[src/rtl/gpio_serial_loader.sv]
// Serial configuration loader for the GPIO pad ring: fetches per-pad words and shifts them into two chains.
// Optional bit-bang override of the serial pins is compiled in with `define GPIO_LOADER_BITBANG_EN.
module gpio_serial_loader #(
  parameter int NPADS     = 38,
  parameter int AREA1PADS = 19,
  parameter int CFG_W     = 13,
  parameter int CLK_DIV   = 2
) (
  input  logic             clk,
  input  logic             resetn,
  input  logic             start,
  output logic             busy,
  output logic             done,
  output logic             cfg_rd,
  output logic [5:0]       cfg_addr,
  input  logic [CFG_W-1:0] cfg_data,
  output logic             serial_clock,
  output logic             serial_load,
  output logic             serial_data_1,
  output logic             serial_data_2
`ifdef GPIO_LOADER_BITBANG_EN
  ,
  input  logic             bb_en,
  input  logic             bb_clock,
  input  logic             bb_load,
  input  logic             bb_data_1,
  input  logic             bb_data_2
`endif
);

  localparam int L1 = AREA1PADS;
  localparam int L2 = NPADS - AREA1PADS;
  localparam int R  = (L1 > L2) ? L1 : L2;
  localparam int D1 = R - L1;
  localparam int D2 = R - L2;
  localparam int PH = 2 * CLK_DIV;
  localparam int PW = $clog2(PH);
  localparam int BW = $clog2(CFG_W + 1);
  localparam int RW = $clog2(R + 1);

  localparam logic [PW-1:0] PH_LAST  = PW'(PH - 1);
  localparam logic [BW-1:0] BIT_LAST = BW'(CFG_W - 1);
  localparam logic [RW-1:0] R_LAST   = RW'(R - 1);

  localparam logic [2:0] S_IDLE  = 3'd0;
  localparam logic [2:0] S_FETCH = 3'd1;
  localparam logic [2:0] S_SHIFT = 3'd2;
  localparam logic [2:0] S_LOAD  = 3'd3;
  localparam logic [2:0] S_DONE  = 3'd4;

  logic [2:0]       state;
  logic [RW-1:0]    rnd;
  logic [1:0]       fc;
  logic [PW-1:0]    ph;
  logic [BW-1:0]    bitc;
  logic [CFG_W-1:0] sh1, sh2;
  logic             dat1, dat2;

  logic             dummy1, dummy2;
  logic [5:0]       addr1, addr2;
  logic [CFG_W-1:0] w2;
  logic             fsm_sclk, fsm_load;

  // The shorter chain pads its leading rounds with zero words so both chains finish together.
  assign dummy1 = (int'(rnd) < D1);
  assign dummy2 = (int'(rnd) < D2);
  assign addr1  = 6'(R - 1 - int'(rnd));
  assign addr2  = 6'(NPADS - R + int'(rnd));
  assign w2     = dummy2 ? '0 : cfg_data;

  assign busy     = (state == S_FETCH) || (state == S_SHIFT) || (state == S_LOAD);
  assign done     = (state == S_DONE);
  assign cfg_rd   = (state == S_FETCH) && (((fc == 2'd0) && !dummy1) || ((fc == 2'd1) && !dummy2));
  assign cfg_addr = cfg_rd ? ((fc == 2'd0) ? addr1 : addr2) : 6'd0;
  assign fsm_sclk = (state == S_SHIFT) && (int'(ph) >= CLK_DIV);
  assign fsm_load = (state == S_LOAD) && (int'(ph) < CLK_DIV);

  always_ff @(posedge clk or negedge resetn) begin
    if (!resetn) begin
      state <= S_IDLE;
      rnd   <= '0;
      fc    <= '0;
      ph    <= '0;
      bitc  <= '0;
      sh1   <= '0;
      sh2   <= '0;
      dat1  <= 1'b0;
      dat2  <= 1'b0;
    end else begin
      case (state)
        S_IDLE: begin
          dat1 <= 1'b0;
          dat2 <= 1'b0;
          if (start) begin
            state <= S_FETCH;
            rnd   <= '0;
            fc    <= '0;
          end
        end
        S_FETCH: begin
          case (fc)
            2'd0: fc <= 2'd1;
            2'd1: begin
              sh1 <= dummy1 ? '0 : cfg_data;
              fc  <= 2'd2;
            end
            default: begin
              // First bit goes out together with the entry into SHIFT.
              dat1  <= sh1[CFG_W-1];
              sh1   <= sh1 << 1;
              dat2  <= w2[CFG_W-1];
              sh2   <= w2 << 1;
              ph    <= '0;
              bitc  <= '0;
              fc    <= '0;
              state <= S_SHIFT;
            end
          endcase
        end
        S_SHIFT: begin
          if (ph == PH_LAST) begin
            ph <= '0;
            if (bitc == BIT_LAST) begin
              if (rnd == R_LAST) begin
                state <= S_LOAD;
              end else begin
                rnd   <= rnd + 1'b1;
                state <= S_FETCH;
              end
            end else begin
              bitc <= bitc + 1'b1;
              dat1 <= sh1[CFG_W-1];
              sh1  <= sh1 << 1;
              dat2 <= sh2[CFG_W-1];
              sh2  <= sh2 << 1;
            end
          end else begin
            ph <= ph + 1'b1;
          end
        end
        S_LOAD: begin
          // Strobe for the first half, then a quiet half before reporting completion.
          if (ph == PH_LAST) state <= S_DONE;
          else ph <= ph + 1'b1;
        end
        default: begin
          state <= S_IDLE;
          dat1  <= 1'b0;
          dat2  <= 1'b0;
        end
      endcase
    end
  end

`ifdef GPIO_LOADER_BITBANG_EN
  logic bb_act, bb_c, bb_l, bb_d1, bb_d2, bb_sel;

  always_ff @(posedge clk or negedge resetn) begin
    if (!resetn) begin
      bb_act <= 1'b0;
      bb_c   <= 1'b0;
      bb_l   <= 1'b0;
      bb_d1  <= 1'b0;
      bb_d2  <= 1'b0;
    end else begin
      bb_act <= bb_en;
      bb_c   <= bb_clock;
      bb_l   <= bb_load;
      bb_d1  <= bb_data_1;
      bb_d2  <= bb_data_2;
    end
  end

  // Override only takes effect while idle; the FSM owns the pins once a load starts.
  assign bb_sel        = (state == S_IDLE) && bb_act;
  assign serial_clock  = bb_sel ? bb_c  : fsm_sclk;
  assign serial_load   = bb_sel ? bb_l  : fsm_load;
  assign serial_data_1 = bb_sel ? bb_d1 : dat1;
  assign serial_data_2 = bb_sel ? bb_d2 : dat2;
`else
  assign serial_clock  = fsm_sclk;
  assign serial_load   = fsm_load;
  assign serial_data_1 = dat1;
  assign serial_data_2 = dat2;
`endif

endmodule

[config.mk]
export PLATFORM = sky130hd
export DESIGN_NAME = gpio_serial_loader
export DESIGN_NICKNAME = d
export VERILOG_FILES = /design/src/rtl/gpio_serial_loader.sv
export SDC_FILE = /design/constraint.sdc
export NUM_CORES = 1
export LEC_CHECK = 0
export BUFFER_PORTS_ARGS = -buffer_cell sky130_fd_sc_hd__clkbuf_2
export CORE_MARGIN = 3
export CORE_UTILIZATION = 50
export DETAILED_ROUTE_END_ITERATION = 10
export MAX_ROUTING_LAYER = met4
export PLACE_DENSITY = 0.77
export SLEW_MARGIN = 20
export SYNTH_ARGS = -nofsm -noshare
export SYNTH_HDL_FRONTEND = slang
export SYNTH_SLANG_ARGS = --single-unit
[constraint.sdc]
create_clock -name clk -period 2.55 [get_ports clk]
set_input_delay 0.255 -clock clk [delete_from_list [all_inputs] [get_ports clk]]
set_output_delay 0.255 -clock clk [all_outputs]
set_load 0.005 [all_outputs]
==> impl_metrics.csv <==
group,metric,value,unit
yosys,synth_area_per_cell,9.33,um2
timing,tns,0,ns
critical_path,reg2reg_setup_slack,0.55,ns
yosys,netlist_area,0.00246,mm2
timing,skew,0.00424,ns
critical_path,crit_arrival,1.93,ns
yosys,yosysSeqAreaShare,43.7,%
finish,fin_cells,352,
floorplan,design.core.area,0.00456,mm2
floorplan,start_util,53.9,%
clock_network,cts_buffers,5,
floorplan,die_y,76.2,um
finish,drive_above_1_share,14.6,%
global_route,overflow,0,
finish,finish.instance_area,0.00271,mm2
critical_path,crit_type,"reg -> out",
global_route,grt_max_degree,44,
clock_network,post-cts-setup-buffer-count,0,
global_route,grtUsageTotal,19.1,%
clock_network,htree_levels,2,
global_route,grt_pass1_wl,8890,um
placement,numPortBuffers,28,
critical_path,path_cells,"nor2b_1 -> nand2_1 -> a2111oi_0 -> clkbuf_2",
clock_network,root_buffer,"clkbuf_8",
critical_path,cp_slowest_cell,"dfrtp_1",
floorplan,fp.dieArea,0.00580,mm2
detailed_routing,routedWlPerCell,13.9,um
timing,post-route-period-util,85.8,%
yosys,synth_cells,264,
floorplan,die_w,76.2,um
placement,placed_cells,344,
detailed_routing,num_vias,1946,
critical_path,crit_path_max_incr_delay,0.63,ns
finish,area_growth,9.86,%
global_route,grt_pass1_vias,1906,
detailed_routing,drt_wl_total,4900,um
timing,slew_headroom,52.3,%
yosys,synth_top_flop_cell,"dfrtp_1",
detailed_routing,drtIter0Drc,160,
timing,rsz0062_at_grt,"no",
placement,routabilityCongestion,0.815,
critical_path,path_max_fanout,18,
worst_hold_path,worst_hold_path_type,"in -> async",
critical_path,path_delay_family,"flip-flops",
timing,min_period,2.19,ns
clock_network,insertion_delay,0.29,ns
finish,n_antenna_cell,0,
placement,place_ws,0.409,ns
critical_path,crit_required,2.30,ns
power,vdd_drop_max,0.000313,V
detailed_routing,ant_nets,0,
job,maxCapViolCount,0,
detailed_routing,viasPerCell,5.53,
timing,fmax,457,MHz
placement,place_area,0.00261,mm2
floorplan,num_rows,24,
critical_path,start_kind,"register",
clock_network,cts_resized,0,
global_route,antenna_found_initial,0,
power,p_per_area,431,mW/mm2
timing,slew_viol_final,0,
clock_network,clock_sink_count,43,
yosys,synth.ff_latch_count,43,
clock_network,tritoncts,"yes",
clock_network,cts_hold_buf,0,
placement,dp_hpwl,3470,um
yosys,async_reset_ff_share,100,%
critical_path,setup.worst_path.end_class,"output pin",
finish,layout.nets,310,
power,power.leakage,0.00118,uW
yosys,syn_nets,288,
detailed_routing,dr.pass1.iters,4,
timing,finalSetupViolations,0,
yosys,yosysWarnings,0,
yosys,synth_cell_types,44,
timing,hold-worst-slack,0.0192,ns
detailed_routing,drc,0,
status,status,"complete, no violations",
timing,worst_pin_slew,0.706,ns
critical_path,critPathBufInv,1,
clock_network,cts.clk_slew.worst_paths,0.08,ns
timing,hold_viol_final,0,
timing,fin_ws,0.361,ns
floorplan,io_pins,29,
yosys,synth-edff-count,0,
clock_network,cts_buffer_depth,2,
-- per-stage QoR --
stage	total power [uW]	util, %
5_1_grt	1210	59.3
2_1_floorplan	718	-
3_3_place_gp	751	57.2
6_report	1160	59.3
3_5_place_dp	752	57.2
4_1_cts	1170	59.1
-- cells in the mapped netlist, drive strengths merged, types with 2 or more instances --
cell | number | area share, %
nor2 | 21 | 3.2
and2 | 5 | 1.4
nor3b | 4 | 1.2
a21oi | 9 | 1.8
xnor2 | 4 | 1.4
nor2b | 4 | 1.0
nor3 | 4 | 0.81
o21ai | 36 | 7.3
and3 | 2 | 0.51
nand2 | 32 | 4.9
buf | 11 | 3.3
a211oi | 2 | 0.61
a22oi | 2 | 0.61
clkbuf | 6 | 0.91
a31oi | 4 | 1.3
a22o | 4 | 1.4
nand3 | 5 | 1.0
ha | 8 | 4.1
mux2i | 26 | 11
dfrtp | 43 | 44
o32ai | 2 | 0.71
inv | 11 | 1.7
nand4 | 2 | 0.51
-- per-layer routing --
layer  global-route usage, %  wire length [um]
met5                       -                 0
met4                    5.07                40
met3                    3.31               176
met2                    30.0              2280
met1                    25.8              2410
-- path summary, 6_finish.rpt --
check | endpoint | depth (start not counted) | start
max in group asynchronous | fc[0]$_DFFE_PN0P_ | 2 | resetn
hold reg to reg | sh2[10]$_DFFE_PN0P_ | 2 | sh2[10]$_DFFE_PN0P_
min in group clk | sh2[1]$_DFFE_PN0P_ | 2 | cfg_data[0]
setup reg to reg | serial_data_1$_DFFE_PN0P_ | 5 | ph[1]$_DFFE_PN0P_
hold / removal | serial_data_1$_DFFE_PN0P_ | 2 | resetn
setup / recovery | cfg_addr[5] | 4 | state[0]$_DFFE_PN0P_
-- flip-flops by register name, indices dropped and copies added, names as in the netlist --
signal / count
rnd: 5
serial_data_2: 1
bitc: 4
sh1: 13
state: 3
ph: 2
serial_data_1: 1
fc: 2
sh2: 12
-- cell families (layout without fill, tap and decap cells) --
group | after synthesis | in the layout | synth area share [%]
adders and majority gates | 8 | 8 | 4.07
buffers and inverters | 28 | 51 | 5.84
muxes | 26 | 26 | 10.6
AOI/OAI and AO/OA | 68 | 68 | 17.1
DFF | 43 | 43 | 43.7
xor gates and xnor gates | 4 | 4 | 1.42
and+or+nand+nor | 87 | 87 | 17.3
-- layout make-up --
class / count / area, um2
tap: 65 / 81.3
multi-input combinational: 193 / 1250
clock inverter: 2 / 12.5
inverter: 11 / 41.3
timing repair buffer: 32 / 170
sequential: 43 / 1080
clock buffer: 6 / 72.6
fill: 420 / 1860
-- cell usage in the layout, fill, tap and decap left out, types with 5 or more instances in the layout --
cell type and instances:
o21ai_1 11, o21ai_0 25, mux2i_1 26, a21oi_1 9, nand2_1 32, dfrtp_1 43
nand3_1 5, clkbuf_8 5, clkbuf_2 28, inv_1 11, ha_1 8, nor2_1 21
-- power by group --
part           switching [uW]  total [uW]  internal, uW  leakage [uW]
Clock                     236         427           192     0.0000412
Sequential               5.06         691           686      0.000562
Combinational            27.2        46.4          19.1      0.000578
Total                     268        1160           897       0.00118
No activity file was read; power rests on OpenSTA's default activity.
